--- src/rtl/mem_arbiter_pkg.sv ---
// mem_arbiter_pkg
// Shared definitions for the main-memory arbiter: arbiter state encoding,
// block geometry and the address slices that split a byte address into
// block number and word offset.
package mem_arbiter_pkg;

    localparam int BLOCK_WORDS = 8;   // words per cache block
    localparam int WORD_W      = 3;   // width of a word offset within a block
    localparam int ADDR_W      = 16;
    localparam int DATA_W      = 16;

    // Address slices: [BLK_HI:BLK_LO] is the block number,
    // [WORD_HI:WORD_LO] the word offset, bit 0 the byte within a word.
    localparam int BLK_HI  = 15;
    localparam int BLK_LO  = 4;
    localparam int WORD_HI = 3;
    localparam int WORD_LO = 1;

    typedef enum logic [1:0] {
        IDLE    = 2'd0,
        I_FILL  = 2'd1,
        D_FILL  = 2'd2,
        D_WRITE = 2'd3
    } state_t;

    // Word-aligned address of word 'word' inside the block containing 'base'.
    function automatic logic [ADDR_W-1:0] fill_addr(input logic [ADDR_W-1:0] base,
                                                   input logic [WORD_W-1:0] word);
        return {base[BLK_HI:BLK_LO], word, 1'b0};
    endfunction

endpackage

--- src/rtl/mem_arbiter_fill_counter.sv ---
// mem_arbiter_fill_counter
// 3-bit up-counter used to step through the words of a block fill.
// Ports:
//   clk, rst : clock, asynchronous active-high reset
//   en       : advance by one (wraps 7 -> 0)
//   clr      : synchronous clear, has priority over en
//   count    : current word index
//   tc       : terminal count, high while count is the last word of a block
module mem_arbiter_fill_counter
    import mem_arbiter_pkg::*;
(
    input  logic              clk,
    input  logic              rst,
    input  logic              en,
    input  logic              clr,
    output logic [WORD_W-1:0] count,
    output logic              tc
);

    always_ff @(posedge clk or posedge rst) begin
        if (rst) begin
            count <= '0;
        end else if (clr) begin
            count <= '0;
        end else if (en) begin
            count <= count + 1'b1;
        end
    end

    assign tc = (count == WORD_W'(BLOCK_WORDS - 1));

endmodule

--- src/rtl/mem_arbiter.sv ---
// mem_arbiter
// Owns the single main-memory port and shares it between the I-cache and
// D-cache. Sequences eight-word block fills (pipelined reads, one issue per
// cycle) and single-word D-side write-throughs, and steers returning read
// data to the cache that owns the current fill.
// Ports:
//   clk, rst                       : clock, asynchronous active-high reset
//   i_req, i_addr                  : I-cache fill request (level) and miss address
//   d_req, d_wr, d_addr, d_wdata   : D-cache request (level), write select, address, data
//   i_grant, d_grant               : requester owns memory for the current transaction
//   i_data_valid, d_data_valid     : fill data for that side is on fill_data
//   fill_word, fill_data           : word index and data of the current return
//   i_done, d_done                 : one-cycle completion pulse
//   mem_en, mem_wr, mem_addr, mem_wdata : memory request port
//   mem_data_valid, mem_rdata      : memory read return
module mem_arbiter
    import mem_arbiter_pkg::*;
(
    input  logic              clk,
    input  logic              rst,
    input  logic              i_req,
    input  logic [ADDR_W-1:0] i_addr,
    input  logic              d_req,
    input  logic              d_wr,
    input  logic [ADDR_W-1:0] d_addr,
    input  logic [DATA_W-1:0] d_wdata,
    output logic              i_grant,
    output logic              d_grant,
    output logic              i_data_valid,
    output logic              d_data_valid,
    output logic [WORD_W-1:0] fill_word,
    output logic [DATA_W-1:0] fill_data,
    output logic              i_done,
    output logic              d_done,
    output logic              mem_en,
    output logic              mem_wr,
    output logic [ADDR_W-1:0] mem_addr,
    output logic [DATA_W-1:0] mem_wdata,
    input  logic              mem_data_valid,
    input  logic [DATA_W-1:0] mem_rdata
);

    state_t            state_reg, state_next;
    logic              last_d_reg;      // 1 when D was granted most recently
    logic              mask_i_reg;      // side just served, masked for one IDLE cycle
    logic              mask_d_reg;
    logic              issued_all_reg;  // all eight reads of this fill issued
    logic [ADDR_W-1:0] addr_reg;
    logic [DATA_W-1:0] wdata_reg;

    logic              grant_i_next, grant_d_next;
    logic              i_eff, d_eff;
    logic              in_fill, issue_active, ret_en, fill_last;
    logic [WORD_W-1:0] k, r;
    logic              k_tc, r_tc;

    assign i_eff        = i_req && !mask_i_reg;
    assign d_eff        = d_req && !mask_d_reg;
    assign in_fill      = (state_reg == I_FILL) || (state_reg == D_FILL);
    assign issue_active = in_fill && !issued_all_reg;
    assign ret_en       = in_fill && mem_data_valid;
    assign fill_last    = ret_en && r_tc;

    // Both counters wrap back to 0 on their eighth step, so holding them
    // cleared outside a fill is all the housekeeping they need.
    mem_arbiter_fill_counter u_issue_cnt (
        .clk   (clk),
        .rst   (rst),
        .en    (issue_active),
        .clr   (!in_fill),
        .count (k),
        .tc    (k_tc)
    );

    mem_arbiter_fill_counter u_return_cnt (
        .clk   (clk),
        .rst   (rst),
        .en    (ret_en),
        .clr   (!in_fill),
        .count (r),
        .tc    (r_tc)
    );

    always_comb begin
        state_next   = state_reg;
        grant_i_next = 1'b0;
        grant_d_next = 1'b0;
        i_grant      = 1'b0;
        d_grant      = 1'b0;
        i_data_valid = 1'b0;
        d_data_valid = 1'b0;
        i_done       = 1'b0;
        d_done       = 1'b0;
        mem_en       = 1'b0;
        mem_wr       = 1'b0;
        mem_addr     = '0;
        mem_wdata    = '0;
        fill_word    = r;
        fill_data    = '0;

        case (state_reg)
            IDLE: begin
                // On a tie the side that did not win last time goes next.
                if (i_eff && d_eff) begin
                    if (last_d_reg) grant_i_next = 1'b1;
                    else            grant_d_next = 1'b1;
                end else if (i_eff) begin
                    grant_i_next = 1'b1;
                end else if (d_eff) begin
                    grant_d_next = 1'b1;
                end
                if (grant_i_next)      state_next = I_FILL;
                else if (grant_d_next) state_next = d_wr ? D_WRITE : D_FILL;
            end
            I_FILL, D_FILL: begin
                i_grant      = (state_reg == I_FILL);
                d_grant      = (state_reg == D_FILL);
                i_data_valid = ret_en && (state_reg == I_FILL);
                d_data_valid = ret_en && (state_reg == D_FILL);
                i_done       = fill_last && (state_reg == I_FILL);
                d_done       = fill_last && (state_reg == D_FILL);
                fill_data    = ret_en ? mem_rdata : '0;
                mem_en       = issue_active;
                mem_addr     = issue_active ? fill_addr(addr_reg, k) : '0;
                if (fill_last) state_next = IDLE;
            end
            D_WRITE: begin
                d_grant    = 1'b1;
                d_done     = 1'b1;
                mem_en     = 1'b1;
                mem_wr     = 1'b1;
                mem_addr   = addr_reg;
                mem_wdata  = wdata_reg;
                state_next = IDLE;
            end
            default: state_next = IDLE;
        endcase
    end

    always_ff @(posedge clk or posedge rst) begin
        if (rst) begin
            state_reg      <= IDLE;
            last_d_reg     <= 1'b0;
            mask_i_reg     <= 1'b0;
            mask_d_reg     <= 1'b0;
            issued_all_reg <= 1'b0;
            addr_reg       <= '0;
            wdata_reg      <= '0;
        end else begin
            state_reg  <= state_next;
            mask_i_reg <= i_done;
            mask_d_reg <= d_done;

            if (!in_fill)                  issued_all_reg <= 1'b0;
            else if (issue_active && k_tc) issued_all_reg <= 1'b1;

            // Address and data are frozen at grant so later input changes
            // cannot disturb a transaction in progress.
            if (grant_i_next) begin
                addr_reg   <= i_addr;
                last_d_reg <= 1'b0;
            end else if (grant_d_next) begin
                addr_reg   <= d_addr;
                wdata_reg  <= d_wdata;
                last_d_reg <= 1'b1;
            end
        end
    end

endmodule

--- config.mk ---
export PLATFORM = sky130hd
export DESIGN_NAME = mem_arbiter
export DESIGN_NICKNAME = d
export VERILOG_FILES = /design/src/rtl/mem_arbiter_pkg.sv /design/src/rtl/mem_arbiter_fill_counter.sv /design/src/rtl/mem_arbiter.sv
export SDC_FILE = /design/constraint.sdc
export NUM_CORES = 1
export LEC_CHECK = 0
export CORE_ASPECT_RATIO = 1.25
export CORE_UTILIZATION = 44
export DETAILED_ROUTE_END_ITERATION = 10
export GPL_ROUTABILITY_DRIVEN = 0
export PLACE_DENSITY = 0.93
export SLEW_MARGIN = 30
export SYNTH_ARGS = -nofsm -noshare
export SYNTH_HDL_FRONTEND = slang
export SYNTH_SLANG_ARGS = --single-unit
--- constraint.sdc ---
create_clock -name clk -period 3.3 [get_ports clk]
set_input_delay 0.33 -clock clk [delete_from_list [all_inputs] [get_ports clk]]
set_output_delay 0.33 -clock clk [all_outputs]
set_load 0.1 [all_outputs]
# [Yosys cells after proc, flatten, opt, wreduce, memory -nomap -nowiden]
# Cells that the tools add are included.
# W data, S select, Z words.
[totals] output_inout_bits=59 input_bits=70 ff_bits=44 word_cells=81
[classes] muxes=39 eq_ne=10 n_bitwise=1 reduce_logical=20 n_addsub=2
[ops] operator="$mux W16" count=6
[ops] operator="$pmux W16 S2" count=1
[ops] operator="$mux W1" count=21
[ops] operator="$mux W3" count=4
[ops] operator="$logic_and A1 B1 Y1" count=11
[ops] operator="$add A3 B1 Y3 const B" count=2
[ops] operator="$eq A3 B3 Y1 const B" count=2
[ops] operator="$mux W2" count=3
[ops] operator="$ne A2 B1 Y1 const B" count=3
[ops] operator="$pmux W1 S2" count=3
[ops] operator="$pmux W2 S3" count=1
[ops] operator="$eq A2 B2 Y1 const B" count=2
[ops] operator="$reduce_and A2 Y1" count=2
[ops] operator="$logic_not A1 Y1" count=3
[ops] operator="$ne A3 B3 Y1 const B" count=1
[ops] operator="$eq A2 B1 Y1 const B" count=1
[ops] operator="$logic_not A2 Y1" count=1
[ops] operator="$ne A2 B2 Y1 const B" count=1
[ops] operator="$reduce_bool A2 Y1" count=1
[ops] operator="$reduce_or A2 Y1" count=1
[ops] operator="$logic_or A1 B1 Y1" count=1
[ops] operator="$not A1 Y1" count=1

# [Depth between registers and ports, before layout]
# Gate-level depths: netlist (run 1).
[depth] word_depth=9 ltp_mapped=7 depth_no_buf=5

# [Hierarchy]
# From an unflattened synthesis (run 1), not the netlist that was laid out.
[hier_totals] hier_cells=216 hier_area_um2=2436.1
[by_module_without_submodules] module="mem_arbiter" area_each_um2=2148.3 cells_each=192 seq_area_each_um2=950.9 n_inst=1
[by_module_without_submodules] module="mem_arbiter_fill_counter" area_each_um2=143.9 cells_each=12 seq_area_each_um2=75.1 n_inst=2

# [Worst setup path before layout (run 1)]
# No wires, ideal clock.
[synth_timing] kind="reg2out" start="reg state_reg[0]" end="out d_done" t_arrival_ps=3312 required_ps=2970 slack_ps=-342 path_buffers=0 stages_incl_launch_ff=6 cell_sequence="dfrtp_1 > inv_1 > ha_1 > and3_1 > nand2_1 > a21oi_1"
[synth_via] elab_chain_len=6 word_cells_on_any_way=9 cone_classes="3 x eq/ne; 1 x mux; 5 x reduce/logical"
[synth_rtl] item="from (decl)" line_no="mem_arbiter.sv:43" text="state_t state_reg, state_next;"
[synth_rtl] item="from (signal assigned)" line_no="mem_arbiter.sv:150" text="state_reg <= state_next;"
[synth_rtl] item="$eq A2 B1 Y1 or $eq A2 B2 Y1 (tied branches)" line_no="mem_arbiter.sv:59" text="assign in_fill = (state_reg == I_FILL) || (state_reg == D_FILL);"
[synth_rtl] item="$logic_or A1 B1 Y1 *" line_no="mem_arbiter.sv:59"
[synth_rtl] item="net in_fill" line_no="mem_arbiter.sv:53" text="logic in_fill, issue_active, ret_en, fill_last;"
[synth_rtl] item="$logic_and A1 B1 Y1 *" line_no="mem_arbiter.sv:61" text="assign ret_en = in_fill && mem_data_valid;"
[synth_rtl] item="$logic_and A1 B1 Y1 *" line_no="mem_arbiter.sv:62" text="assign fill_last = ret_en && r_tc;"
[synth_rtl] item="$logic_and A1 B1 Y1 *" line_no="mem_arbiter.sv:121" text="d_done = fill_last && (state_reg == D_FILL);"
[synth_rtl] item="$pmux W1 S2 *" line_no="mem_arbiter.sv:101" text="case (state_reg)"
[synth_rtl] item="to (decl)" line_no="mem_arbiter.sv:34" text="output logic d_done,"
# The timed path passes the listed nets; every way through them passes the cells marked *.

# [Final worst setup path (run 1)]
# Ends and elaborated chain as after synthesis.

==> flow_summary.yaml, run 1 <==
timing:
  finalCritPeriodShare_pct: 76.59
  max-slew-margin-rel_pct: 34.04
  fin_skew_ns: 0.008708
  worst_slew_pin_slew_ns: 0.9864
  whs_ns: 0.4536
  timing.fmax_mhz: 395.7
  hold_viol_final: 0
  finalCriticalPeriod_ns: 2.527
  finalMaxSlewViolations: 0
  rsz0062_at_grt: "false"
  setup_tns_ns: 0
  setup_viol: 0
synth:
  ys_seq_area_share_pct: 41.04
  synth_fp_nets: 331
  synth-main-ff-cell: "dfrtp_1"
  ys_top_cells_by_area: "dfrtp_1 (41%), and2_1 (7.2%), mux2_2 (6.3%)"
  netlist_area_um2: 2683
  synthDistinctLibCells: 43
  yosys-top-cells-count: "dfrtp_1 (44), and2_1 (31), inv_1 (21), and3_1 (17), mux2_2 (15)"
  netlist_instances: 250
  yosysTopAreaCellShare_pct: 41.04
  yosysWarnings: 0
  ys_ff_latch: 44
  synth_edf_count: 0
  synth_area_leader_cell: "dfrtp_1"
  async_flop_share_pct: 100.0
  synth_most_common_cell: "dfrtp_1"
  synth_area_per_cell_um2: 10.73
floorplanning:
  die_x_um: 71.84
  ioPinCount: 129
  rows: 31
  die_y_um: 89.30
  coreArea_um2: 5857
  start_util_pct: 45.80
  die_area_um2: 6415
route:
  drt-initial-drc-count: 128
  wl_per_cell_um: 15.47
  routed_via_density: 5.124
  first_pass_iters: 4
  drtAntennaViolNets: 0
  drt_wl_total_mm: 6.994
  drc_errors: 0
  vias: 2316
cts:
  cts_tree: "yes"
  cts_resized: 0
  hold_buffers: 0
  cts_root_buf: "clkbuf_8"
  cts_buffer_depth: 2
  cts.sinks: 44
  numCtsBuffers: 5
  clk_pin_slew_ns: 0.09
  cts_setup_buffers: 0
  clk_latency_ns: 0.30
  h-tree-depth: 2
job:
  cap_violations: 0
worst_setup_path:
  worstSetupPathType: "reg2out"
  slowest_stage: "dfrtp_1"
  slowest_delay_ns: 0.42
  cp_common_cell: "buf_4"
  start_kind: "flip-flop"
  crit_required_ns: 2.97
  worstPathCellList: "inv_1, ha_1, buf_4, and3_1, nand2_1, a21oi_2, buf_4"
  reg2reg_to: "wdata_reg[4]$_DFFE_PP0P_"
  worst-path-max-fanout: 26
  timing.rr.start: "state_reg[0]$_DFFE_PP0P_"
  end_kind: "output pin"
  cp.arrival_ns: 2.20
  r2r_cells: 5
  critPathLaunch: "state_reg[0]$_DFFE_PP0P_"
  r2r_slack_ns: 1.04
global_routing:
  grt_pass1_vias: 2269
  grt_max_degree: 45
  antenna_found_initial: 0
  grtUsageTotal_pct: 22.21
  grt.overflow.total: 0
  grt_pass1_wl_mm: 11.08
placed_design:
  portBuffers: 128
  place_hpwl_mm: 5.064
hold_path:
  hold_path.class: "in2async"
cells_and_area:
  drive_gt1_share_pct: 27.84
  multiInputGateArea_um2: 1383
  nFillCells: 444
  nNetsFinal: 450
  num_antenna_cells: 0
  syn_to_final_growth_pct: 52.38
  seqCellArea_um2: 1101
run_status:
  status: "complete, no violations"
-- worst max-delay path: cells and delay by family (launching register included) --
family,cells,cell delay (ns)
compound gates,1,0.19
fa+ha+maj,1,0.32
buf+inv,3,0.68
flops,1,0.42
simple gates,2,0.28
-- layout by cell type, fill, tap and decap left out, types with 2 or more instances in the layout --
cell type        Yosys  final
clkbuf_8             0      5
a22oi_1              3      3
o21ai_1              3      3
a2bb2oi_1            2      2
a2bb2oi_2           10     10
mux2i_1              4      4
nor2_1               6      6
o21ai_0             12     12
buf_12               0     12
nor2b_1              6      6
clkdlybuf4s50_1      0     72
and2_1              31     31
a21oi_1              3      2
o32a_2               2      2
a211oi_1             5      5
dfrtp_1             44     44
and3_1              17     17
and2b_1              2      2
o32a_1              10     10
mux2_2              15     15
nor3_1               8      8
ha_1                11     11
buf_4                2     46
inv_1               21     20
-- cells by family (layout without fill, tap and decap cells) --
logic type | after synthesis | count (layout) | share of synthesized area [%]
AO/OA/AOI/OAI | 55 | 55 | 18.14
XOR/XNOR | 2 | 2 | 0.6531
adder cells (fa/ha/maj) | 11 | 11 | 5.131
buffers and inverters | 39 | 159 | 7.556
flip-flops | 44 | 44 | 41.04
multiplexers | 20 | 20 | 8.209
AND/OR/NAND/NOR | 79 | 79 | 19.26
-- final cells by class --
type / instances / area share, %
multi-input combinational: 167 / 33.82
timing repair buffer: 130 / 31.96
sequential: 44 / 26.94
tap: 82 / 2.510
inverter: 21 / 1.959
clock buffer: 5 / 1.684
clock inverter: 3 / 1.133
-- stage by stage --
step	utilization, %	worst slack, ns	cell area (um2)	instances
after global routing	69.79	0.5778	4088	452
final	69.79	0.7725	4088	452
after floorplan	-	0.05826	2686	250
after global placement	67.81	1.138	3971	444
after detailed placement	67.81	1.049	3971	444
after CTS	69.77	0.7491	4086	452
-- metal layers --
metal	vias up	global-route usage (%)	part of all wire, %
li1	1112	-	-
met5	-	0	0
met4	0	4.991	0.89
met1	1127	28.64	43
met2	69	38.68	51
met3	8	4.510	5.0
-- worst max-delay path by stage --
| stage | endpoint | slack (ns) |
|---|---|---|
| detailed placement | wdata_reg[4]$_DFFE_PP0P_ | 1.05 |
| global route | mem_addr[13] | 0.58 |
| CTS | mem_addr[14] | 0.75 |
| floorplan | mem_addr[1] | 0.06 |
| finish | d_done | 0.77 |
| global placement | mem_addr[4] | 1.14 |
Power of run 1 is left out: the tool's default activity adds up to more than one toggle a clock period on the data nets, which glitch-free logic cannot reach.
==> run 2: changes to the inputs <==
Settings changed: CORE_UTILIZATION 44 to 41, PLACE_DENSITY 0.93 to 0.88.
Clock period 3.3 ns to 2.6 ns, I/O delays scaled along.
==> run 2 against run 1 <==
Net effect: utilization grew 1.0 points; wire length grew 6.9%; non-clock buffer count grew 2; worst hold slack lost 0.061 ns; critical path type unchanged; largest cell class is now non-clock buffers.
==> flow_summary.yaml, run 2 (synthesis results as in run 1) <==
hold_path:
  hold_path.class: "in2async"
global_routing:
  grtUsageTotal_pct: 22.21
  grt_pass1_wl_mm: 11.88
  grt.overflow.total: 0
  antenna_found_initial: 0
  grt_pass1_vias: 2434
  grt_max_degree: 45
worst_setup_path:
  cp.arrival_ns: 2.18
  end_kind: "output pin"
  slowest_delay_ns: 0.42
  worstSetupPathType: "reg2out"
  critPathBufInv: 3
  worstPathCellList: "inv_1, ha_1, buf_4, and3_2, nand2_1, a21oi_4, buf_12"
  worst-path-max-fanout: 26
  crit_required_ns: 2.34
  start_kind: "flip-flop"
  slowest_stage: "dfrtp_1"
  crit_family: "buffers and inverters"
cts:
  clk_pin_slew_ns: 0.08
  cts.sinks: 44
  cts_setup_buffers: 0
  cts_buffer_depth: 2
  hold_buffers: 0
  cts_tree: "yes"
  h-tree-depth: 2
  cts_root_buf: "clkbuf_8"
  clk_latency_ns: 0.30
  cts_resized: 0
  numCtsBuffers: 5
cells_and_area:
  syn_to_final_growth_pct: 64.88
  drive_gt1_share_pct: 33.33
  num_antenna_cells: 0
  mostFrequentLayoutCell: "clkdlybuf4s50_1"
  final_cell_mix: "clkdlybuf4s50_1 (69), dfrtp_1 (44), buf_12 (36)"
  nNetsFinal: 452
route:
  drtAntennaViolNets: 0
  drt-initial-drc-count: 63
  drc_errors: 0
  wl_per_cell_um: 16.37
  vias: 2349
  first_pass_iters: 6
  drt_wl_total_mm: 7.480
  routed_via_density: 5.140
timing:
  finalCritPeriodShare_pct: 93.71
  worst_slew_pin_slew_ns: 0.7592
  rsz0062_at_grt: "false"
  setup_tns_ns: 0
  timing.fmax_mhz: 410.4
  finalMaxSlewViolations: 0
  setup_viol: 0
  max-slew-margin-rel_pct: 49.33
  hold_viol_final: 0
  fin_skew_ns: 0.007197
  finalCriticalPeriod_ns: 2.436
floorplanning:
  die_y_um: 92.44
  ioPinCount: 129
  die_area_um2: 6873
  start_util_pct: 42.95
  rows: 32
  coreArea_um2: 6246
  die_x_um: 74.35
placed_design:
  place_hpwl_mm: 5.649
  portBuffers: 128
run_status:
  status: "complete, no violations"
job:
  cap_violations: 0
## run 2: cell count changes in the layout (fill, tap and decap cells not counted), sizes merged
cell and delta:
clkdlybuf4s50 -3, bufinv -1, clkinvlp +1, buf +5, clkbuf +1, inv -1
## run 2: metrics by stage
stage | instance area (um2) | cells | util, % | worst slack, ns | hold slack (ns)
2_1_floorplan | 2721 | 250 | - | 0.06439 | 0.3947
3_3_place_gp | 4318 | 449 | 69.13 | 0.5780 | 0.4605
3_5_place_dp | 4318 | 449 | 69.13 | 0.4970 | 0.4872
4_1_cts | 4415 | 457 | 70.69 | 0.1402 | 0.5070
5_1_grt | 4423 | 457 | 70.81 | 0.04448 | 0.4683
6_report | 4423 | 457 | 70.81 | 0.1635 | 0.3927
## run 2: layer usage
layer	routed length [um]	vias up	share of wire [%]	GRT usage, %
met1	2926	1122	39	27.50
met3	418	16	5.6	4.026
met2	3985	97	53	39.02
met5	0	-	0	0
met4	150	0	2.0	5.818
li1	-	1114	-	-
## run 2: worst paths after layout
check / endpoint / cells after the start / startpoint / slack, ns
setup / recovery: d_done / 7 / state_reg[0]$_DFFE_PP0P_ / 0.16
hold / removal: wdata_reg[12]$_DFFE_PP0P_ / 2 / rst / 0.39
setup reg to reg: last_d_reg$_DFFE_PP0P_ / 5 / state_reg[0]$_DFFE_PP0P_ / 0.57
hold reg to reg: wdata_reg[0]$_DFFE_PP0P_ / 1 / wdata_reg[0]$_DFFE_PP0P_ / 0.50
max in group asynchronous: u_return_cnt.count[0]$_DFFE_PP0P_ / 2 / rst / 1.76
min in group clk: wdata_reg[0]$_DFFE_PP0P_ / 1 / wdata_reg[0]$_DFFE_PP0P_ / 0.50
## run 2: final cells by class
cell class | instances | area [um2]
fill | 474 | 1823
inverter | 21 | 80.08
sequential | 44 | 1101
tap | 85 | 106.4
timing repair buffer | 132 | 1614
multi-input combinational | 167 | 1424
clock buffer | 6 | 82.58
clock inverter | 2 | 15.01
Power of run 2 is left out for the same reason.
